File: config.mk
export PLATFORM = sky130hd
export DESIGN_NAME = frame_sequencer
export DESIGN_NICKNAME = d
export VERILOG_FILES = /design/src/rtl/frame_seq_pkg.sv /design/src/rtl/frame_seq_capture.sv /design/src/rtl/frame_sequencer.sv
export SDC_FILE = /design/constraint.sdc
export NUM_CORES = 1
export LEC_CHECK = 0
export CAP_MARGIN = 15
export CELL_PAD_IN_SITES_DETAIL_PLACEMENT = 1
export CELL_PAD_IN_SITES_GLOBAL_PLACEMENT = 2
export CORE_ASPECT_RATIO = 2
export CORE_MARGIN = 3
export CORE_UTILIZATION = 28
export DETAILED_ROUTE_END_ITERATION = 10
export PLACE_DENSITY = 0.8
export SYNTH_ARGS = -nofsm -noshare
export SYNTH_HDL_FRONTEND = slang
export SYNTH_SLANG_ARGS = --single-unit
File: constraint.sdc
create_clock -name clk_i -period 2 [get_ports clk_i]
set_clock_uncertainty 0.1 [all_clocks]
set_input_delay 0.3 -clock clk_i [delete_from_list [all_inputs] [get_ports clk_i]]
set_output_delay 0.3 -clock clk_i [all_outputs]
set_load 0.005 [all_outputs]
File: src/rtl/frame_seq_pkg.sv
// Shared state encoding and default sizing for the frame sequencer.
package frame_seq_pkg;

  typedef enum logic [2:0] {
    S_IDLE,
    S_RD,
    S_WAIT,
    S_PUSH,
    S_DRAIN,
    S_DONE
  } state_t;

  localparam int unsigned PIX_W_DEF  = 8;
  localparam int unsigned N_PIX_DEF  = 76800;
  localparam int unsigned ADDR_W_DEF = 17;
  localparam int unsigned WDOG_CYC   = 16_000_000;
  localparam int unsigned WDOG_W     = 24;

  function automatic logic is_busy(input state_t s);
    return (s == S_RD) || (s == S_WAIT) || (s == S_PUSH) || (s == S_DRAIN);
  endfunction

endpackage

File: src/rtl/frame_seq_capture.sv
// Destination-side capture: write counter, registered RAM write port and
// sticky overflow flag for pixels beyond the frame size.
module frame_seq_capture #(
  parameter int unsigned PIX_W  = 8,
  parameter int unsigned N_PIX  = 76800,
  parameter int unsigned ADDR_W = 17
) (
  input  logic              clk_i,
  input  logic              rst_i,
  input  logic              clr_i,
  input  logic              en_i,
  input  logic              vld_i,
  input  logic [PIX_W-1:0]  data_i,
  output logic              full_o,
  output logic              dst_en_o,
  output logic              dst_we_o,
  output logic [ADDR_W-1:0] dst_addr_o,
  output logic [PIX_W-1:0]  dst_data_o,
  output logic              ovf_o
);

  localparam logic [ADDR_W-1:0] LIMIT = ADDR_W'(N_PIX);

  logic [ADDR_W-1:0] r_wr_cnt;
  logic              r_wr;
  logic [ADDR_W-1:0] r_addr;
  logic [PIX_W-1:0]  r_data;
  logic              r_ovf;

  always_ff @(posedge clk_i) begin
    if (!rst_i) begin
      r_wr_cnt <= '0;
      r_wr     <= 1'b0;
      r_addr   <= '0;
      r_data   <= '0;
      r_ovf    <= 1'b0;
    end else begin
      r_wr <= 1'b0;
      if (clr_i) begin
        r_wr_cnt <= '0;
        r_ovf    <= 1'b0;
      end else if (en_i && vld_i) begin
        if (r_wr_cnt < LIMIT) begin
          r_wr     <= 1'b1;
          r_addr   <= r_wr_cnt;
          r_data   <= data_i;
          r_wr_cnt <= r_wr_cnt + ADDR_W'(1);
        end else begin
          r_ovf <= 1'b1;
        end
      end
    end
  end

  assign full_o     = (r_wr_cnt == LIMIT);
  assign dst_en_o   = r_wr;
  assign dst_we_o   = r_wr;
  assign dst_addr_o = r_addr;
  assign dst_data_o = r_data;
  assign ovf_o      = r_ovf;

endmodule

File: src/rtl/frame_sequencer.sv
// Frame transfer controller: source RAM -> processing core -> destination RAM.
// Optional stall watchdog enabled by defining FRAME_SEQ_WATCHDOG_EN.
module frame_sequencer
  import frame_seq_pkg::*;
#(
  parameter int unsigned PIX_W  = PIX_W_DEF,
  parameter int unsigned N_PIX  = N_PIX_DEF,
  parameter int unsigned ADDR_W = ADDR_W_DEF
`ifdef FRAME_SEQ_WATCHDOG_EN
  , parameter int unsigned WDOG_CYC = frame_seq_pkg::WDOG_CYC
`endif
) (
  input  logic              clk_i,
  input  logic              rst_i,
  input  logic              start_i,
  output logic              busy_o,
  output logic              done_o,
  output logic              ovf_o,
  output logic              tmo_o,
  output logic              src_en_o,
  output logic [ADDR_W-1:0] src_addr_o,
  input  logic [PIX_W-1:0]  src_data_i,
  output logic              core_en_o,
  output logic              core_valid_o,
  output logic [PIX_W-1:0]  core_data_o,
  input  logic              core_rdy_i,
  input  logic              core_vld_i,
  input  logic [PIX_W-1:0]  core_data_i,
  output logic              dst_en_o,
  output logic              dst_we_o,
  output logic [ADDR_W-1:0] dst_addr_o,
  output logic [PIX_W-1:0]  dst_data_o
);

  localparam logic [ADDR_W-1:0] LAST = ADDR_W'(N_PIX - 1);

  state_t            r_state;
  state_t            w_next;
  logic [ADDR_W-1:0] r_rd_cnt;
  logic [PIX_W-1:0]  r_hold;
  logic              w_busy;
  logic              w_start;
  logic              w_accept;
  logic              w_full;
  logic              w_wdog_trip;

  assign w_busy   = is_busy(r_state);
  assign w_start  = (r_state == S_IDLE) && start_i;
  assign w_accept = (r_state == S_PUSH) && core_rdy_i;

  always_ff @(posedge clk_i) begin
    if (!rst_i) r_state <= S_IDLE;
    else        r_state <= w_next;
  end

  always_comb begin
    w_next       = r_state;
    busy_o       = w_busy;
    done_o       = 1'b0;
    src_en_o     = 1'b0;
    core_valid_o = 1'b0;
    unique case (r_state)
      S_IDLE:  if (start_i) w_next = S_RD;
      S_RD: begin
        src_en_o = 1'b1;
        w_next   = S_WAIT;
      end
      S_WAIT:  w_next = S_PUSH;
      S_PUSH: begin
        core_valid_o = 1'b1;
        if (core_rdy_i) w_next = (r_rd_cnt == LAST) ? S_DRAIN : S_RD;
      end
      S_DRAIN: if (w_full) w_next = S_DONE;
      S_DONE: begin
        done_o = 1'b1;
        w_next = S_IDLE;
      end
      default: w_next = S_IDLE;
    endcase
    if (w_wdog_trip) w_next = S_DONE;
  end

  always_ff @(posedge clk_i) begin
    if (!rst_i) begin
      r_rd_cnt <= '0;
      r_hold   <= '0;
    end else begin
      if (w_start)
        r_rd_cnt <= '0;
      else if (w_accept && (r_rd_cnt != LAST))
        r_rd_cnt <= r_rd_cnt + ADDR_W'(1);
      if (r_state == S_WAIT) r_hold <= src_data_i;
    end
  end

  assign src_addr_o  = r_rd_cnt;
  assign core_en_o   = w_busy;
  assign core_data_o = r_hold;

  frame_seq_capture #(
    .PIX_W  (PIX_W),
    .N_PIX  (N_PIX),
    .ADDR_W (ADDR_W)
  ) u_capture (
    .clk_i      (clk_i),
    .rst_i      (rst_i),
    .clr_i      (w_start),
    .en_i       (w_busy),
    .vld_i      (core_vld_i),
    .data_i     (core_data_i),
    .full_o     (w_full),
    .dst_en_o   (dst_en_o),
    .dst_we_o   (dst_we_o),
    .dst_addr_o (dst_addr_o),
    .dst_data_o (dst_data_o),
    .ovf_o      (ovf_o)
  );

`ifdef FRAME_SEQ_WATCHDOG_EN
  logic [WDOG_W-1:0] r_wdog;
  logic              r_tmo;
  logic              w_waiting;

  // Only PUSH/DRAIN can stall; RD/WAIT always progress, so the count starts at 0 on entering PUSH.
  assign w_waiting   = (r_state == S_PUSH) || (r_state == S_DRAIN);
  assign w_wdog_trip = w_waiting && (r_wdog == WDOG_W'(WDOG_CYC));

  always_ff @(posedge clk_i) begin
    if (!rst_i) begin
      r_wdog <= '0;
      r_tmo  <= 1'b0;
    end else begin
      if (w_waiting && !w_accept && !core_vld_i) r_wdog <= r_wdog + WDOG_W'(1);
      else                                       r_wdog <= '0;
      if (w_start)          r_tmo <= 1'b0;
      else if (w_wdog_trip) r_tmo <= 1'b1;
    end
  end

  assign tmo_o = r_tmo;
`else
  assign w_wdog_trip = 1'b0;
  assign tmo_o       = 1'b0;
`endif

endmodule

Yosys cells after proc, flatten, opt, wreduce, memory -nomap -nowiden
Cells that the tools add are included.
{"block": "totals", "out_inout_bits": 59, "latchBits": 0, "ram_bits": 0, "ff_bits": 72, "n_memories": 0, "romBits": 0}
{"block": "classes", "magnitude_cmp": 1, "n_eq_ne": 11, "mul": 0, "n_shift": 0, "div_mod_pow": 0, "addsub": 2, "n_reduce_logical": 14, "bitwise_logic": 4, "muxes": 9}
{"operator": "$add A17 B1 Y17 const B", "n": 2}
{"operator": "$eq A17 B17 Y1 const B", "n": 2}
{"operator": "$lt A17 B17 Y1 const B", "n": 1}
{"operator": "$ne A17 B17 Y1 const B", "n": 1}
{"operator": "$pmux W3 S5", "n": 1}
{"operator": "$mux W3", "n": 4}
{"operator": "$eq A3 B2 Y1 const B", "n": 2}
{"operator": "$eq A3 B3 Y1 const B", "n": 2}
{"operator": "$reduce_and A3 Y1", "n": 2}
{"operator": "$logic_and A1 B1 Y1", "n": 4}
{"operator": "$mux W1", "n": 4}
{"operator": "$ne A2 B2 Y1 const B", "n": 2}
{"operator": "$not A1 Y1", "n": 4}
{"operator": "$reduce_and A2 Y1", "n": 2}
{"operator": "$eq A3 B1 Y1 const B", "n": 1}
{"operator": "$logic_not A3 Y1", "n": 1}
{"operator": "$logic_or A1 B1 Y1", "n": 3}
{"operator": "$reduce_or A3 Y1", "n": 1}
{"operator": "$ne A2 B1 Y1 const B", "n": 1}
{"operator": "$reduce_or A2 Y1", "n": 1}

Longest topological paths before layout
Gate-level depths: netlist of run 1.
{"block": "logic_depth", "word_depth": 7, "depth_mapped": 7, "ltp_nobuf": 6}

Modules after synthesis
Synthesis of run 1 repeated with hierarchy kept, for this count alone.
{"block": "unflattened", "cells_unflattened": 389, "area_unflattened_um2": 3329.4}
{"module": "frame_seq_capture", "area_per_inst_um2": 1929.4, "cells_per_inst": 225, "seq_area_each_um2": 880.8, "instances": 1}
{"module": "frame_sequencer", "area_per_inst_um2": 1400.1, "cells_per_inst": 164, "seq_area_each_um2": 560.5, "instances": 1}

Least setup slack after synthesis of run 1
Ideal clock, no wire load.
{"block": "synth_path", "path_type": "flip-flop to flip-flop", "startpoint": "reg u_capture.r_wr_cnt[14]", "endpoint": "reg u_capture.r_addr[10], in the netlist u_capture.dst_addr_o[10]", "arrival_ns": 1.532, "path_slack_ns": 0.236, "path_stages_with_launch": 8, "n_path_buf": 3, "t_required_ns": 1.768, "synth_period_minus_slack_ns": 1.764, "setup_time_ns": 0.132, "cell_sequence": "dfxtp_1 -> buf_4 -> a2111oi_4 -> o2111ai_4 -> buf_2 -> buf_4 -> nand2_1 -> a21oi_1"}
{"block": "synth_via", "elab_chain_len": 2}
{"item": "start, declared", "line": "frame_seq_capture.sv:24", "text": "logic [ADDR_W-1:0] r_wr_cnt;"}
{"item": "start signal, assigned", "line": "frame_seq_capture.sv:47", "text": "r_wr_cnt <= r_wr_cnt + ADDR_W'(1);"}
{"item": "$lt A17 B17 Y1", "line": "frame_seq_capture.sv:43", "text": "if (r_wr_cnt < LIMIT) begin"}
{"item": "$reduce_and A3 Y1 (no line)"}
{"item": "end signal, assigned", "line": "frame_seq_capture.sv:45", "text": "r_addr <= r_wr_cnt;"}
{"item": "end, declared", "line": "frame_seq_capture.sv:26", "text": "logic [ADDR_W-1:0] r_addr;"}
No other way between the ends.
A chain may end at the register's enable or synchronous reset.

Worst setup path in the final report of run 1
{"block": "layout_path", "startpoint": "reg r_state[2]", "endpoint": "out done_o"}
{"block": "layout_via", "elab_chain_len": 2}
{"item": "start, declared", "line": "frame_sequencer.sv:37", "text": "state_t r_state;"}
{"item": "start signal, assigned", "line": "frame_sequencer.sv:53", "text": "else r_state <= w_next;"}
{"item": "$eq A3 B3 Y1", "line": "frame_sequencer.sv:62", "text": "unique case (r_state)"}
{"item": "$mux W1", "line": "frame_sequencer.sv:62"}
{"item": "end, declared", "line": "frame_sequencer.sv:17", "text": "output logic done_o,"}
No other way between the ends.

==> results of run 1 <==
==> cell usage in the layout, fill, tap and decap left out, types with 10 or more instances in the layout <==
| cell | Yosys | routed |
|---|---|---|
| xnor2_1 | 15 | 15 |
| nand2_1 | 71 | 71 |
| buf_4 | 6 | 36 |
| xor2_1 | 10 | 10 |
| nand4_1 | 13 | 13 |
| dfxtp_1 | 72 | 71 |
| nor2_1 | 48 | 48 |
| nand3_1 | 11 | 10 |
| clkdlybuf4s50_1 | 0 | 74 |
| a21oi_1 | 31 | 31 |
==> worst reg2reg max path, delay by kind of cell (launching register included) <==
kind             cells  cell delay, ns
AO/OA/AOI/OAI        3            0.95
flip-flops           1            0.33
AND/OR/NAND/NOR      1            0.43
==> logic make-up after synthesis <==
kind of cell    share of synthesized area, %
other cells                            0.118
flops                                   45.4
fa+ha+maj                               1.18
mux                                     2.84
compound gates                          11.6
xor+xnor                                6.90
simple gates                            27.3
buf+inv                                 4.69
==> flip-flops by register name (all words and copies together) (netlist names) <==
register,count
r_state,3
u_capture.dst_en_o,1
core_data_o,8
u_capture.ovf_o,1
u_capture.dst_data_o,8
u_capture.dst_addr_o,17
src_addr_o,17
u_capture.r_wr_cnt,17
==> layer usage <==
metal | vias up | GRT usage, % | part of all wire (%)
met5 | - | 0 | 0
met4 | 0 | 8.46 | 3.8
met3 | 18 | 3.05 | 2.5
met2 | 51 | 31.6 | 58
met1 | 1476 | 16.5 | 35
li1 | 1499 | - | -
==> worst max path at each step <==
stage	slack [ns]	endpoint	cells after the start
6_report	0.10	done_o	4
5_1_grt	-0.007	u_capture.r_wr_cnt[5]	5
4_1_cts	0.005	core_valid_o	4
3_5_place_dp	-0.15	src_addr_o[15]	6
3_3_place_gp	-0.12	src_addr_o[15]	6
2_1_floorplan	0.24	u_capture.dst_addr_o[10]	7
==> power groups by stage <==
| stage | sequential, W | clock [W] | combinational [W] |
|---|---|---|---|
| after CTS | 0.00148 | 0.00153 | 0.000338 |
| after global routing | 0.00149 | 0.00160 | 0.000371 |
| final | 0.00148 | 0.00147 | 0.000334 |
| after floorplan | 0.00151 | 0 | 0.000164 |
| after detailed placement | 0.00151 | 0 | 0.000335 |
| after global placement | 0.00151 | 0 | 0.000330 |
==> stage by stage <==
stage,power [W],hold slack [ns],setup TNS (ns)
floorplan,0.00167,0.322,0
global placement,0.00184,0.343,-0.292
detailed placement,0.00185,0.347,-0.385
CTS,0.00335,0.356,0
global route,0.00345,0.383,-0.00809
finish,0.00329,0.354,0
==> layout make-up <==
class / instances / area (µm²) / share of cell area (%)
multi-input combinational: 276 / 1610 / 34.8
sequential: 72 / 1440 / 31.2
timing repair buffer: 117 / 1100 / 23.8
clock buffer: 9 / 225 / 4.88
tap: 140 / 175 / 3.79
clock inverter: 7 / 48.8 / 1.06
inverter: 6 / 22.5 / 0.488
==> timing repair <==
action	in CTS	in global routing
hold buffers	0	0
pin swaps	0	2
endpoints found under the setup margin	2	10
resized for setup	5	8
cloned	0	0
==> qor.csv, run 1 <==
metric,value,unit
number of enable flip-flop cells after synthesis,0,
Reg-to-Reg Start,u_capture.r_wr_cnt[10],
Port Buffers,78,
drt pass-1 iters,4,
final-report max-slew violation count,0,
Util after Layout,41.9,%
Worst Hold Class,reg2reg,
Worst setup EP type,primary output,
Root Buffer,clkbuf_16,
Final #Nets,506,
Via density,4.85,
Achievable Freq,527,MHz
Seq pwr share,45.1,%
final hold vios,0,
WP buf/inv,2,
initial antenna violation count,0,
number of remaining DRC errors,0,
Max VDD drop,0.000424,V
hold wc startpoint,u_capture.dst_data_o[1],
CP peak stage delay,0.53,ns
dpl cell area,0.00431,mm²
final setup violation count,0,
Rows,54,
most common flop cell mapped by yosys,dfxtp_1,
total CTS buffers,9,
1st-iter DRT viols,102,
core area,0.0110,mm²
vias in the first global route,3325,
Top delay family on crit path,buffers and inverters,
Finished Cell Area,0.00462,mm²
Setup crit start kind,register,
YS warnings,0,
Post-synth top cells,"dfxtp_1 (72), nand2_1 (71), nor2_1 (48)",
Die H,157,µm
Synth cell types,48,
top cell type's share of synthesized area,45.4,%
worst rel slew slack,63.7,%
Critical Path AT,1.50,ns
worst-path cell chain,buf_4 -> nand2_1 -> nor2_1 -> clkdlybuf4s50_1,
Die W,81.3,µm
critical path required time,1.60,ns
"Cell Area, Synth",0.00317,mm²
Slowest cell on crit path,clkdlybuf4s50_1,
#FFs+latches synth,72,
Syn Inst Count,376,
Async SR Flop Fraction,0,%
Wirelength per Cell,15.4,µm
max-cap violations,0,
Layout area overhead,45.5,%
total grt overflow,0,
GRT Overall Usage,16.7,%
clock buffer depth,2,
final WL,9640,µm
syn_area_per_cell,8.44,µm²
power per standard cell area,711,mW/mm²
Detailed Place HPWL,7410,µm
CTS tree,yes,
switch share,24.8,%
CTS H-tree depth,3,
clock power share,44.7,%
postcts setup bufs,0,
largest net degree at the start of global routing,36,
CP Launch Point,r_state[2],
pre-CTS setup slack,-0.147,ns
WS Path Type,reg2out,
Internal,0.00247,W
first-pass GRT wire length,16300,µm
Ports,80,
Syn Nets,400,
RSZ-0062 raised after global routing,true,
placed insts,611,
share of layout cells above drive strength 1,14.2,%
most numerous cell in the Yosys netlist,dfxtp_1,
Combinational Power Share,10.2,%
gp weighted congestion,0.862,
Slew @ Worst Pin,0.545,ns
sequential-to-total area share from yosys stat,45.4,%
clk sinks,72,
Via Count,3044,
status,completed,
Pleak,1.58,nW
Min-Delay Endpoint,u_capture.dst_data_o[1],
# diodes,0,
Die Area,0.0127,mm²
antenna-violating nets left,0,
filler instances,1325,
period utilisation layout,94.9,%
leading area contributor after synthesis,dfxtp_1,
clk_lat worst skew,0.33,ns
clock-pin slew on the worst setup and hold paths,0.06,ns
fin worst setup slack,0.102,ns
crit path max fanout,9,
FF-to-FF End,u_capture.r_wr_cnt[5],
Initial Util,28.8,%
Psw,0.000816,W
Reg2Reg Depth,4,
flop-to-flop setup slack,0.13,ns
minimum clock period,1.90,ns
Final Non-Filler Cells,627,
Worst Hold Depth,2,
synth top area cells,"dfxtp_1 (45%), nand2_1 (8.4%), nor2_1 (5.7%), a21oi_1 (4.9%), xnor2_1 (4.1%)",
No activity file was read; power rests on OpenSTA's default activity.
==> inputs of run 2 (changes only) <==
Settings changed: ABC_AREA set to 1, CORE_UTILIZATION 28 to 27, SLEW_MARGIN set to 25.
==> run 2 against run 1 <==
  * Routed wire length rose by 23%
  * Clock-buffer cell count rose by 2
  * Synthesized area rose by 12%
  * Critical path depth did not move
  * Hold slack got worse by 0.010 ns
  * Utilization fell by 3.7 points
  * Maximum frequency rose by 0.64%
  * Die area rose by 15%
  * Combinational power rose to 5.7 times the previous value
  * Design area rose by 5.6%
  * Global-route usage rose by 0.11 points
==> qor.csv, run 2 <==
metric,value,unit,change
Pleak,1.84,nW,was 1.58 nW
Die H,168,µm,was 157 µm
clk_lat worst skew,0.33,ns,about the same
sequential-to-total area share from yosys stat,40.5,%,was 45.4%
Syn Nets,546,,was 400
total CTS buffers,9,,unchanged
Die Area,0.0147,mm²,was 0.0127 mm²
most numerous cell in the Yosys netlist,nand2_1,,was dfxtp_1
total grt overflow,0,,unchanged
period utilisation layout,94.3,%,was 94.9%
Detailed Place HPWL,9000,µm,was 7410 µm
Rows,58,,was 54
power per standard cell area,1190,mW/mm²,was 711 mW/mm²
syn_area_per_cell,6.82,µm²,was 8.44 µm²
CTS H-tree depth,3,,unchanged
Via Count,3665,,was 3044
"commonest non-fill, non-tap cell in the layout",nand2_1,,was clkdlybuf4s50_1
antenna-violating nets left,0,,unchanged
clock-pin slew on the worst setup and hold paths,0.06,ns,about the same
final-report max-slew violation count,0,,unchanged
setup TNS,0,ns,unchanged
Die W,87.2,µm,was 81.3 µm
core area,0.0128,mm²,was 0.0110 mm²
Top delay family on crit path,buffers and inverters,,unchanged
Critical Path AT,1.49,ns,was 1.50 ns
share of layout cells above drive strength 1,8.72,%,was 14.2%
top cell type's share of synthesized area,40.5,%,was 45.4%
worst rel slew slack,65.0,%,was 63.7%
RSZ-0062 raised after global routing,false,,was true
final setup violation count,0,,unchanged
vias in the first global route,3725,,was 3325
Via density,4.84,,was 4.85
Max VDD drop,0.000750,V,was 0.000424 V
number of enable flip-flop cells after synthesis,0,,unchanged
Syn Inst Count,522,,was 376
Async SR Flop Fraction,0,%,unchanged
clock buffer depth,2,,unchanged
Achievable Freq,530,MHz,was 527 MHz
Util after Layout,38.2,%,was 41.9%
YS warnings,0,,unchanged
Slew @ Worst Pin,0.523,ns,was 0.545 ns
Wirelength per Cell,15.6,µm,was 15.4 µm
placed insts,741,,was 611
1st-iter DRT viols,102,,unchanged
Layout area overhead,37.0,%,was 45.5%
max-cap violations,0,,unchanged
leading area contributor after synthesis,dfxtp_1,,unchanged
Ports,80,,unchanged
final hold vios,0,,unchanged
status,completed,,unchanged
GRT Overall Usage,16.8,%,was 16.7%
clk sinks,72,,unchanged
#FFs+latches synth,72,,unchanged
Worst Hold Class,reg2reg,,unchanged
Final Non-Filler Cells,758,,was 627
Port Buffers,78,,unchanged
Post-synth top cells,"nand2_1 (140), nor2_1 (73), dfxtp_1 (72)",,"was dfxtp_1 (72), nand2_1 (71), nor2_1 (48)"
# diodes,0,,unchanged
CTS tree,yes,,unchanged
Final #Nets,627,,was 506
largest net degree at the start of global routing,37,,was 36
"commonest cells after routing, fill and taps aside","nand2_1 (140), clkdlybuf4s50_1 (76), nor2_1 (71), dfxtp_1 (69), a21oi_1 (55)",,"was clkdlybuf4s50_1 (74), nand2_1 (71), dfxtp_1 (71), nor2_1 (48), buf_4 (36)"
"Cell Area, Synth",0.00356,mm²,was 0.00317 mm²
critical path required time,1.60,ns,about the same
worst-path cell chain,inv_2 -> nand3_1 -> inv_1 -> clkdlybuf4s50_1,,was buf_4 -> nand2_1 -> nor2_1 -> clkdlybuf4s50_1
number of remaining DRC errors,0,,unchanged
Synth cell types,32,,was 48
Worst setup EP type,primary output,,unchanged
most common flop cell mapped by yosys,dfxtp_1,,unchanged
WP buf/inv,3,,was 2
crit path max fanout,5,,was 9
drt pass-1 iters,4,,unchanged
Slowest cell on crit path,clkdlybuf4s50_1,,unchanged
WS Path Type,reg2out,,unchanged
Initial Util,27.9,%,was 28.8%
gp weighted congestion,0.802,,was 0.862
minimum clock period,1.89,ns,was 1.90 ns
Setup crit start kind,register,,unchanged
synth top area cells,"dfxtp_1 (40%), nand2_1 (15%), a21oi_1 (7.7%), nor2_1 (7.7%), o21ai_0 (5.9%)",,"was dfxtp_1 (45%), nand2_1 (8.4%), nor2_1 (5.7%), a21oi_1 (4.9%), xnor2_1 (4.1%)"
initial antenna violation count,0,,unchanged
CP peak stage delay,0.51,ns,was 0.53 ns
first-pass GRT wire length,19200,µm,was 16300 µm
final WL,11800,µm,was 9640 µm
Root Buffer,clkbuf_16,,unchanged
run 2: area by class of cell:
type | instances | area (µm²)
clock inverters | 5 | 103
fillers | 1632 | 7890
inverters | 49 | 186
well taps | 150 | 188
repair buffers | 92 | 916
clock buffers | 11 | 253
multi-input cells | 379 | 1790
flip-flops and latches | 72 | 1450
run 2: stage by stage:
step	setup slack [ns]	instance area, µm²	power, W	hold slack [ns]
after floorplan	0.375	3560	0.00293	0.335
final	0.114	4880	0.00579	0.344
after detailed placement	0.165	4500	0.00390	0.339
after CTS	0.0106	4870	0.00590	0.348
after global placement	0.234	4500	0.00386	0.332
after global routing	0.00153	4880	0.00622	0.369
run 2: final timing paths:
check | from | endpoint | slack, ns | cells past startpoint
worst min-delay path | core_data_o[3] | core_data_o[3] | 0.34 | 2
worst min register to register | core_data_o[3] | core_data_o[3] | 0.34 | 2
worst max-delay path | r_state[2] | core_valid_o | 0.11 | 4
worst max register to register | src_addr_o[0] | src_addr_o[0] | 0.28 | 8
run 2: metal layers:
layer	vias to the layer above	GRT usage [%]	share of wire [%]
met1	1755	17.1	36
met4	0	5.28	1.8
li1	1833	-	-
met2	66	33.0	59
met3	11	3.13	3.1
met5	-	0	0
run 2: kinds of logic (layout without fill, tap and decap cells):
logic type,count (synthesis),after routing,synth area share [%]
AOI/OAI and AO/OA,102,102,14.8
adders and majority gates,3,3,1.05
other,1,1,0.105
buffers and inverters,71,157,9.52
DFF,72,72,40.5
and+or+nand+nor,260,260,30.8
xor gates and xnor gates,13,13,3.20
run 2: repair_timing:
action	4_1_cts	5_1_grt
setup endpoints to repair	4	17
hold buffers	0	0
pin swaps	1	0
buffers inserted	1	0
gates resized for setup	4	7
run 2: power breakdown:
part / leakage (nW) / total [W] / switching, W / internal (W)
Combinational: 1.08 / 0.00191 / 0.000980 / 0.000934
Clock: 0.172 / 0.00191 / 0.000625 / 0.00128
Sequential: 0.587 / 0.00197 / 0.000207 / 0.00176
run 2: worst min-delay path, delay by kind of cell (launching register included):
family,cells,cell delay (ns)
AOI/OAI and AO/OA,1,0.05
buffers and inverters,1,0.05
DFF,1,0.31
